`src/rtl/wb_serial_dshot_arbiter.sv`:
```
// Wishbone sequencer handing the shared ESC line between the serial and DSHOT engines.
// Optional DSHOT inactivity auto-revert: define SERIAL_DSHOT_ARB_TIMEOUT_EN.
module wb_serial_dshot_arbiter #(
    parameter logic [15:0] GUARD_DEFAULT  = 16'd1000,
    parameter logic [23:0] TIMEOUT_CYCLES = 24'd1_000_000
) (
    input  logic        wb_clk_i,
    input  logic        wb_rst_ni,
    input  logic [31:0] wb_adr_i,
    input  logic [31:0] wb_dat_i,
    input  logic [3:0]  wb_sel_i,
    input  logic        wb_we_i,
    input  logic        wb_stb_i,
    input  logic        wb_cyc_i,
    output logic [31:0] wb_dat_o,
    output logic        wb_ack_o,
    output logic        wb_stall_o,
    input  logic        serial_busy_i,
    input  logic        dshot_busy_i,
    output logic        mux_sel_o,
    output logic        line_oe_o,
    output logic        switching_o
);
    localparam int unsigned GUARD_W = 16;
    localparam int unsigned CNT_W   = 8;
    localparam int unsigned TO_W    = 24;
    localparam logic [9:0]  ADR_CTRL   = 10'h100;
    localparam logic [9:0]  ADR_STATUS = 10'h101;
    localparam logic [9:0]  ADR_GUARD  = 10'h102;

    typedef enum logic [1:0] {S_SERIAL, S_DSHOT, S_DRAIN, S_GUARD} state_t;

    state_t             state, state_nxt;
    logic [GUARD_W-1:0] cnt, cnt_nxt, guard_cycles;
    logic [CNT_W-1:0]   switch_cnt;
    logic               target, target_nxt, mux_nxt, line_oe_nxt, switching_nxt;
    logic               sw_done, force_clr, force_q, req_sel, revert_q, timeout_hit;
    logic               bus_sel, bus_acc, bus_wr, ctrl_wr, owner_busy;
    logic [31:0]        rdata;
    logic               unused_ok;

    assign bus_sel    = wb_cyc_i & wb_stb_i & (wb_adr_i[31:10] == 22'h1);
    assign bus_acc    = bus_sel & ~wb_ack_o;
    assign bus_wr     = bus_acc & wb_we_i;
    assign ctrl_wr    = bus_wr & (wb_adr_i[11:2] == ADR_CTRL);
    assign wb_stall_o = 1'b0;
    assign owner_busy = mux_sel_o ? dshot_busy_i : serial_busy_i;
    assign unused_ok  = ^{wb_sel_i, wb_dat_i[31:16], wb_adr_i[1:0], TIMEOUT_CYCLES};

    // Register read mux
    always_comb begin
        rdata = '0;
        case (wb_adr_i[11:2])
            ADR_CTRL:   rdata = {31'b0, req_sel};
            ADR_STATUS: rdata = {16'b0, switch_cnt, 5'b0, revert_q, switching_o, mux_sel_o};
            ADR_GUARD:  rdata = {16'b0, guard_cycles};
            default:    rdata = '0;
        endcase
    end

    // Bus handshake and control registers; a bus write wins over FSM-side clears
    always_ff @(posedge wb_clk_i) begin
        if (!wb_rst_ni) begin
            wb_ack_o     <= 1'b0;
            wb_dat_o     <= '0;
            req_sel      <= 1'b0;
            force_q      <= 1'b0;
            guard_cycles <= GUARD_DEFAULT;
        end else begin
            wb_ack_o <= bus_acc;
            wb_dat_o <= (bus_acc & ~wb_we_i) ? rdata : '0;
            if (force_clr)   force_q <= 1'b0;
            if (timeout_hit) req_sel <= 1'b0;
            if (ctrl_wr) begin
                req_sel <= wb_dat_i[0];
                force_q <= wb_dat_i[1];
            end
            if (bus_wr && wb_adr_i[11:2] == ADR_GUARD) guard_cycles <= wb_dat_i[GUARD_W-1:0];
        end
    end

`ifdef SERIAL_DSHOT_ARB_TIMEOUT_EN
    logic [TO_W-1:0] to_cnt;

    assign timeout_hit = (state == S_DSHOT) && !dshot_busy_i && (to_cnt == TIMEOUT_CYCLES - TO_W'(1));

    // Consecutive idle cycles while DSHOT owns the line
    always_ff @(posedge wb_clk_i) begin
        if (!wb_rst_ni) begin
            to_cnt   <= '0;
            revert_q <= 1'b0;
        end else begin
            if (state != S_DSHOT || dshot_busy_i || timeout_hit) to_cnt <= '0;
            else                                                 to_cnt <= to_cnt + TO_W'(1);
            if (ctrl_wr)          revert_q <= 1'b0;
            else if (timeout_hit) revert_q <= 1'b1;
        end
    end
`else
    assign timeout_hit = 1'b0;
    assign revert_q    = 1'b0;
`endif

    // State register and registered line outputs
    always_ff @(posedge wb_clk_i) begin
        if (!wb_rst_ni) begin
            state       <= S_SERIAL;
            cnt         <= '0;
            target      <= 1'b0;
            mux_sel_o   <= 1'b0;
            line_oe_o   <= 1'b1;
            switching_o <= 1'b0;
            switch_cnt  <= '0;
        end else begin
            state       <= state_nxt;
            cnt         <= cnt_nxt;
            target      <= target_nxt;
            mux_sel_o   <= mux_nxt;
            line_oe_o   <= line_oe_nxt;
            switching_o <= switching_nxt;
            if (sw_done) switch_cnt <= switch_cnt + CNT_W'(1);
        end
    end

    // Next-state logic; mux_sel_o doubles as the current owner
    always_comb begin
        state_nxt  = state;
        cnt_nxt    = cnt;
        target_nxt = target;
        mux_nxt    = mux_sel_o;
        sw_done    = 1'b0;
        force_clr  = 1'b0;
        case (state)
            S_SERIAL, S_DSHOT: begin
                if (req_sel != mux_sel_o) begin
                    target_nxt = req_sel;
                    state_nxt  = S_DRAIN;
                end else begin
                    force_clr = 1'b1;
                end
            end
            S_DRAIN: begin
                if (req_sel == mux_sel_o) begin
                    state_nxt = mux_sel_o ? S_DSHOT : S_SERIAL;
                    force_clr = 1'b1;
                end else if (!owner_busy || force_q) begin
                    cnt_nxt   = guard_cycles;
                    state_nxt = S_GUARD;
                    force_clr = 1'b1;
                end
            end
            S_GUARD: begin
                if (cnt == '0) begin
                    mux_nxt   = target;
                    sw_done   = 1'b1;
                    state_nxt = target ? S_DSHOT : S_SERIAL;
                end else begin
                    cnt_nxt = cnt - GUARD_W'(1);
                end
            end
            default: state_nxt = S_SERIAL;
        endcase
    end

    // Line outputs decoded from the upcoming state so they register in step with it
    always_comb begin
        line_oe_nxt   = 1'b1;
        switching_nxt = 1'b0;
        case (state_nxt)
            S_DRAIN: switching_nxt = 1'b1;
            S_GUARD: begin
                switching_nxt = 1'b1;
                line_oe_nxt   = 1'b0;
            end
            default: ;
        endcase
    end
endmodule

```
`config.mk`:
```
export PLATFORM = sky130hd
export DESIGN_NAME = wb_serial_dshot_arbiter
export DESIGN_NICKNAME = d
export VERILOG_FILES = /design/src/rtl/wb_serial_dshot_arbiter.sv
export SDC_FILE = /design/constraint.sdc
export NUM_CORES = 1
export LEC_CHECK = 0
export BUFFER_PORTS_ARGS = -buffer_cell sky130_fd_sc_hd__buf_2
export CORE_MARGIN = 2
export CORE_UTILIZATION = 50
export CTS_CLUSTER_DIAMETER = 80
export DETAILED_ROUTE_END_ITERATION = 16
export GPL_TIMING_DRIVEN = 0
export PLACE_DENSITY_LB_ADDON = 0.12
export SETUP_SLACK_MARGIN = 0.3
export SYNTH_ARGS = -nofsm -noshare
export SYNTH_HDL_FRONTEND = slang
export SYNTH_SLANG_ARGS = --single-unit
```
`constraint.sdc`:
```
create_clock -name wb_clk_i -period 2.8 [get_ports wb_clk_i]
set_clock_uncertainty 0.2 [all_clocks]
set_input_delay 0.14 -clock wb_clk_i [delete_from_list [all_inputs] [get_ports wb_clk_i]]
set_output_delay 0.14 -clock wb_clk_i [all_outputs]
set_load 0.02 [all_outputs]
```
==> results_dict.tcl, run 1 <==
set metrics [dict create \
    final_cell_mix "buf_2, dfxtp_1, nand2_1, nor2_1, buf_4" \
    gp_congestion 0.9113 \
    dieWidth_um 84.46 \
    setup_tns_ps 0 \
    grt_usage 0.2477 \
    drive_gt1_frac 0.2510 \
    first_pass_iters 4 \
    crit_path_max_fanout 10 \
    hold_viol 0 \
    run_status "completed" \
    hold_slack_ps 4.430 \
    multi_input_area_sq_um 1744 \
    wl_per_cell_um 14.47 \
    clock-sinks 65 \
    setup_violations 0 \
    maxCapViolations 0 \
    clock.fmax_ghz 0.4168 \
    slew_viol_final 0 \
    portBuffers 72 \
    synthCells 377 \
    critPathArrivalTime_ps 2480 \
    dieArea_sq_um 7133 \
    antenna_found_initial 0 \
    synth_area_sq_um 3237 \
    overflow 0 \
    h-tree-depth 3 \
    grt_first_pass_wirelength_um 13830 \
    worstPathRequired_ps 2880 \
    ys_seq_elements 65 \
    cts_buffers 9 \
    tightest_slew_ps 1199 \
    power.density_nw_per_um2 479.5 \
    initial_core_util 0.5127 \
    vias 3097 \
    rsz0062_at_grt "yes" \
    clk_pin_slew_ps 70 \
    fp-row-count 29 \
    antenna_cells 0 \
    yosys_warnings 0 \
    finalCriticalPeriod_ps 2399 \
    drc_errors 0 \
    fp.dieH_um 84.46 \
    ir_drop_uv 400.5 \
    worstSkewPairLatency_ps 350 \
    min_path_type "input pin to flip-flop" \
    criticalPathCategory "flip-flop to flip-flop" \
    final.fill_count 552 \
    synth_edf_count 0 \
    cp-end-kind "flip-flop" \
    ant_nets 0 \
    grt_pass1_vias 2853 \
    synth_cell_type_count 49 \
    timing.critical_path.from "cnt[12]$_SDFFE_PN0P_" \
    relSlewSlack 0.1930 \
    area_delta_synth_final_pct 30.85 \
    ff_latch_area_sq_um 1301 \
    min-delay-start "wb_rst_ni" \
    num_io_pins 112 \
    hpwl_um 5911 \
    yosysSeqAreaShare 0.4020 \
    via_per_inst 5.312 \
    r2r_slack_ps 400 \
    syn_area_per_cell_sq_um 8.586 \
    cts_tree "yes" \
    drt-total-wl_um 8436 \
    p_leak_uw 0.001886 \
    timing.final.crit_share 0.8569 \
    cts_root_buffer "clkbuf_8" \
    ys.flop_type "dfxtp_1" \
    crit_path_start_kind "flip-flop" \
    fin_util 0.6708 \
    async_flop_share 0 \
    clockBufferDepth 2 \
    layout_commonest_cell "buf_2" \
    drt_iter0_drc 311 \
    nets 579 \
    core-area_sq_um 6314 \
    rr_startpoint "cnt[12]$_SDFFE_PN0P_" \
    grt_max_degree 13 \
]
## per-layer routing
| layer | up-vias | part of all wire | track usage |
|---|---|---|---|
| li1 | 1551 | - | - |
| met1 | 1438 | 0.46 | 0.3247 |
| met2 | 90 | 0.47 | 0.3932 |
| met3 | 18 | 0.045 | 0.05998 |
| met4 | 0 | 0.022 | 0.1025 |
| met5 | - | 0 | 0 |
## cell usage after synthesis, types with 7 or more instances
library cell | instances | area (sq um)
mux2i_1 | 20 | 200.2
nand3_1 | 7 | 35.03
nor4_1 | 11 | 68.82
buf_4 | 17 | 127.6
and2_1 | 14 | 87.58
nor2b_1 | 19 | 118.9
nand2b_1 | 8 | 50.05
clkbuf_1 | 15 | 56.30
o21ai_0 | 9 | 45.04
nor2_1 | 28 | 105.1
nor3_1 | 10 | 50.05
a22oi_1 | 14 | 105.1
a21oi_1 | 23 | 115.1
dfxtp_1 | 65 | 1301
nand2_1 | 43 | 161.4
inv_1 | 8 | 30.03
## layout make-up
type | instances | area share
clock inverter | 7 | 0.02807
sequential | 65 | 0.3072
inverter | 8 | 0.007090
buffer | 39 | 0.05436
tap | 77 | 0.02275
timing repair buffer | 97 | 0.1394
clock buffer | 9 | 0.02925
multi-input combinational | 281 | 0.4118
## where the power goes
part | switching (uW) | leakage [uW] | total [uW] | internal, uW
sequential | 0.000000502 | 0.000524 | 924 | 924
clock | 382 | 0.000115 | 972 | 590
combinational | 65.9 | 0.00125 | 135 | 69.1
total | 447 | 0.00189 | 2030 | 1580
## critical path, stage by stage (launching register included)
cell and delay (ps):
dfxtp_1 360, nor4_1 580, and4_1 420, a211o_1 220, clkbuf_2 270, a21oi_1 90
o2bb2ai_1 190
## kinds of logic after synthesis
group           count (synthesis)  synth area share
other cells                     1          0.001159
buf+inv                        47           0.08001
compound gates                 74            0.1546
mux                            20           0.06185
xor+xnor                        7           0.01894
fa+ha+maj                       3           0.01160
flops                          65            0.4020
simple gates                  160            0.2698
## worst paths after layout
check,end,depth (start not counted)
max,cnt[15]$_SDFFE_PN0P_,6
min,cnt[9]$_SDFFE_PN0P_,3
min reg2reg,cnt[14]$_SDFFE_PN0P_,2
max reg2reg,cnt[15]$_SDFFE_PN0P_,6
## state kept, by name, summed over array words and instances (netlist names)
| name | count |
|---|---|
| cnt | 16 |
| force_q | 1 |
| guard_cycles | 16 |
| line_oe_o | 1 |
| mux_sel_o | 1 |
| req_sel | 1 |
| state | 2 |
| switch_cnt | 8 |
| switching_o | 1 |
| target | 1 |
| wb_ack_o | 1 |
| wb_dat_o | 16 |
## metrics by stage
step                      total power (uW)  instances  instance area, sq um  setup WS [ps]
final                                 2031        583                  4235          400.6
after global routing                  2092        583                  4235          281.3
after CTS                             2036        575                  4167          314.5
after detailed placement              1060        542                  3754          341.3
after global placement                1058        542                  3754          395.0
after floorplan                       1011        393                  3297          722.8
## timing repair
action	in CTS	in global routing
hold buffers	17	0
endpoints found under the hold margin	19	0
setup buffers	0	8
gates resized for setup	0	4
setup endpoints to repair	0	19
(Power assumes the default switching activity.)
==> run 2, diff against run 1 <==
--- a/config.mk
+++ b/config.mk
@@ -5,7 +5,7 @@
 export SDC_FILE = /design/constraint.sdc
 export NUM_CORES = 1
 export LEC_CHECK = 0
-export BUFFER_PORTS_ARGS = -buffer_cell sky130_fd_sc_hd__buf_2
+export BUFFER_PORTS_ARGS = -buffer_cell sky130_fd_sc_hd__buf_4
 export CORE_MARGIN = 2
 export CORE_UTILIZATION = 50
 export CTS_CLUSTER_DIAMETER = 80
==> results_dict.tcl, run 2 (synthesis gave the netlist of run 1 again) <==
set metrics [dict create \
    min_path_type "input pin to flip-flop" \
    clk_pin_slew_ps 70 \
    portBuffers 72 \
    worstPathRequired_ps 2880 \
    tightest_slew_ps 1204 \
    cp-end-kind "flip-flop" \
    num_io_pins 112 \
    vias 3101 \
    nets 580 \
    r2r_end "cnt[0]$_SDFFE_PN0P_" \
    ant_nets 0 \
    grt_first_pass_wirelength_um 13830 \
    gp_congestion 0.8972 \
    dieArea_sq_um 7133 \
    overflow 0 \
    via_per_inst 5.310 \
    grt_max_degree 12 \
    r2r_cells 8 \
    h-tree-depth 3 \
    r2r_slack_ps 460 \
    area_delta_synth_final_pct 37.15 \
    final.fill_count 514 \
    p_leak_uw 0.001945 \
    core-area_sq_um 6314 \
    crit_path_max_fanout 10 \
    setup_tns_ps 0 \
    final_cell_mix "buf_4, dfxtp_1, nand2_1, nor2_1, a21oi_1" \
    hold_depth 5 \
    pwr-share-seq 0.449 \
    layout_commonest_cell "buf_4" \
    drt_iter0_drc 243 \
    hold_viol 0 \
    clock-sinks 65 \
    cts_root_buffer "clkbuf_8" \
    worstSkewPairLatency_ps 340 \
    wl_per_cell_um 14.76 \
    critPathArrivalTime_ps 2420 \
    power.net_switching_uw 430.4 \
    timing.final.crit_share 0.8351 \
    cts_tree "yes" \
    grt_pass1_vias 2894 \
    drive_gt1_frac 0.2485 \
    cts_buffers 9 \
    drt-total-wl_um 8621 \
    hpwl_um 6093 \
    slew_viol_final 0 \
    reg.largest.list "cnt: 16 flops, guard_cycles: 16 flops, wb_dat_o: 16 flops" \
    crit_path_start_kind "flip-flop" \
    ir_drop_uv 374.4 \
    run_status "completed" \
    dieWidth_um 84.46 \
    hold_slack_ps 85.39 \
    first_pass_iters 4 \
    criticalPathCategory "flip-flop to flip-flop" \
    initial_core_util 0.5127 \
    holdPathEnd "wb_ack_o$_SDFF_PN0_" \
    p_int_uw 1628 \
    rsz0062_at_grt "no" \
    min-delay-start "wb_adr_i[20]" \
    swShare 0.2091 \
    drc_errors 0 \
    combPwrFrac 0.076 \
    power.density_nw_per_um2 463.8 \
    relSlewSlack 0.1897 \
    fp.dieH_um 84.46 \
    p_clk_frac 0.475 \
    setup_violations 0 \
    clockBufferDepth 2 \
    fp-row-count 29 \
    grt_usage 0.2453 \
    finalCriticalPeriod_ps 2338 \
    antenna_cells 0 \
    clock.fmax_ghz 0.4276 \
    rr_startpoint "cnt[0]$_SDFFE_PN0P_" \
    maxCapViolations 0 \
    antenna_found_initial 0 \
]
run 2: cell count changes in the layout (fill, tap and decap cells not counted), sizes merged:
cell         change
clkinv           -1
buf              -1
clkinvlp         -1
dlygate4sd3      +2
clkbuf           +2
run 2: per-layer routing:
layer | wire length, um | GRT usage
met2 | 4174 | 0.3932
met4 | 228 | 0.1097
met1 | 3714 | 0.3166
met5 | 0 | 0
met3 | 504 | 0.05605
run 2: cell type report:
cell class	count	area [sq um]	area share
buffer	39	230.2	0.05186
clock buffer	11	141.4	0.03185
clock inverter	5	102.6	0.02311
timing repair buffer	98	783.3	0.1764
multi-input combinational	281	1754	0.3952
tap	77	96.34	0.02170
inverter	8	30.03	0.006764
sequential	65	1301	0.2931
run 2: how the worst max path moves through the flow:
stage / slack, ps / cells after the start / to / startpoint
final: 460 / 8 / cnt[0]$_SDFFE_PN0P_ / cnt[0]$_SDFFE_PN0P_
after global placement: 400 / 6 / cnt[11]$_SDFFE_PN0P_ / cnt[12]$_SDFFE_PN0P_
after CTS: 360 / 8 / cnt[14]$_SDFFE_PN0P_ / cnt[0]$_SDFFE_PN0P_
after global routing: 350 / 8 / cnt[9]$_SDFFE_PN0P_ / cnt[0]$_SDFFE_PN0P_
after detailed placement: 360 / 6 / cnt[14]$_SDFFE_PN0P_ / cnt[12]$_SDFFE_PN0P_
after floorplan: 720 / 7 / cnt[8]$_SDFFE_PN0P_ / cnt[0]$_SDFFE_PN0P_
run 2: power groups by stage:
stage | combinational (uW) | sequential (uW) | clock (uW)
global placement | 133 | 945 | 0
global route | 168 | 923 | 1030
detailed placement | 135 | 945 | 0
floorplan | 65.9 | 945 | 0
finish | 156 | 924 | 979
CTS | 155 | 924 | 988
run 2: metrics by stage:
stage                     setup slack (ps)  total power, uW  area (sq um)  cells  utilization
after CTS                            364.4             2067          4374    577       0.6928
after global routing                 346.6             2124          4439    584       0.7031
final                                461.6             2059          4439    584       0.7031
after floorplan                      722.8             1011          3297    393            -
after detailed placement             362.6             1080          3934    542       0.6231
after global placement               395.5             1078          3934    542       0.6231
run 2: critical path, cell delays in order, from the launching register on:
cell	delay, ps
dfxtp_1	410
inv_1	90
ha_1	200
nor4b_2	160
and4_1	280
a211o_1	360
buf_2	200
o21ai_0	190
o311a_1	190
run 2: what timing repair did:
item | 4_1_cts | 5_1_grt
setup buffers | 0 | 7
endpoints found under the hold margin | 20 | 0
setup endpoints to repair | 5 | 18
hold buffers | 19 | 0
resized for setup | 1 | 4
pin swaps | 0 | 2
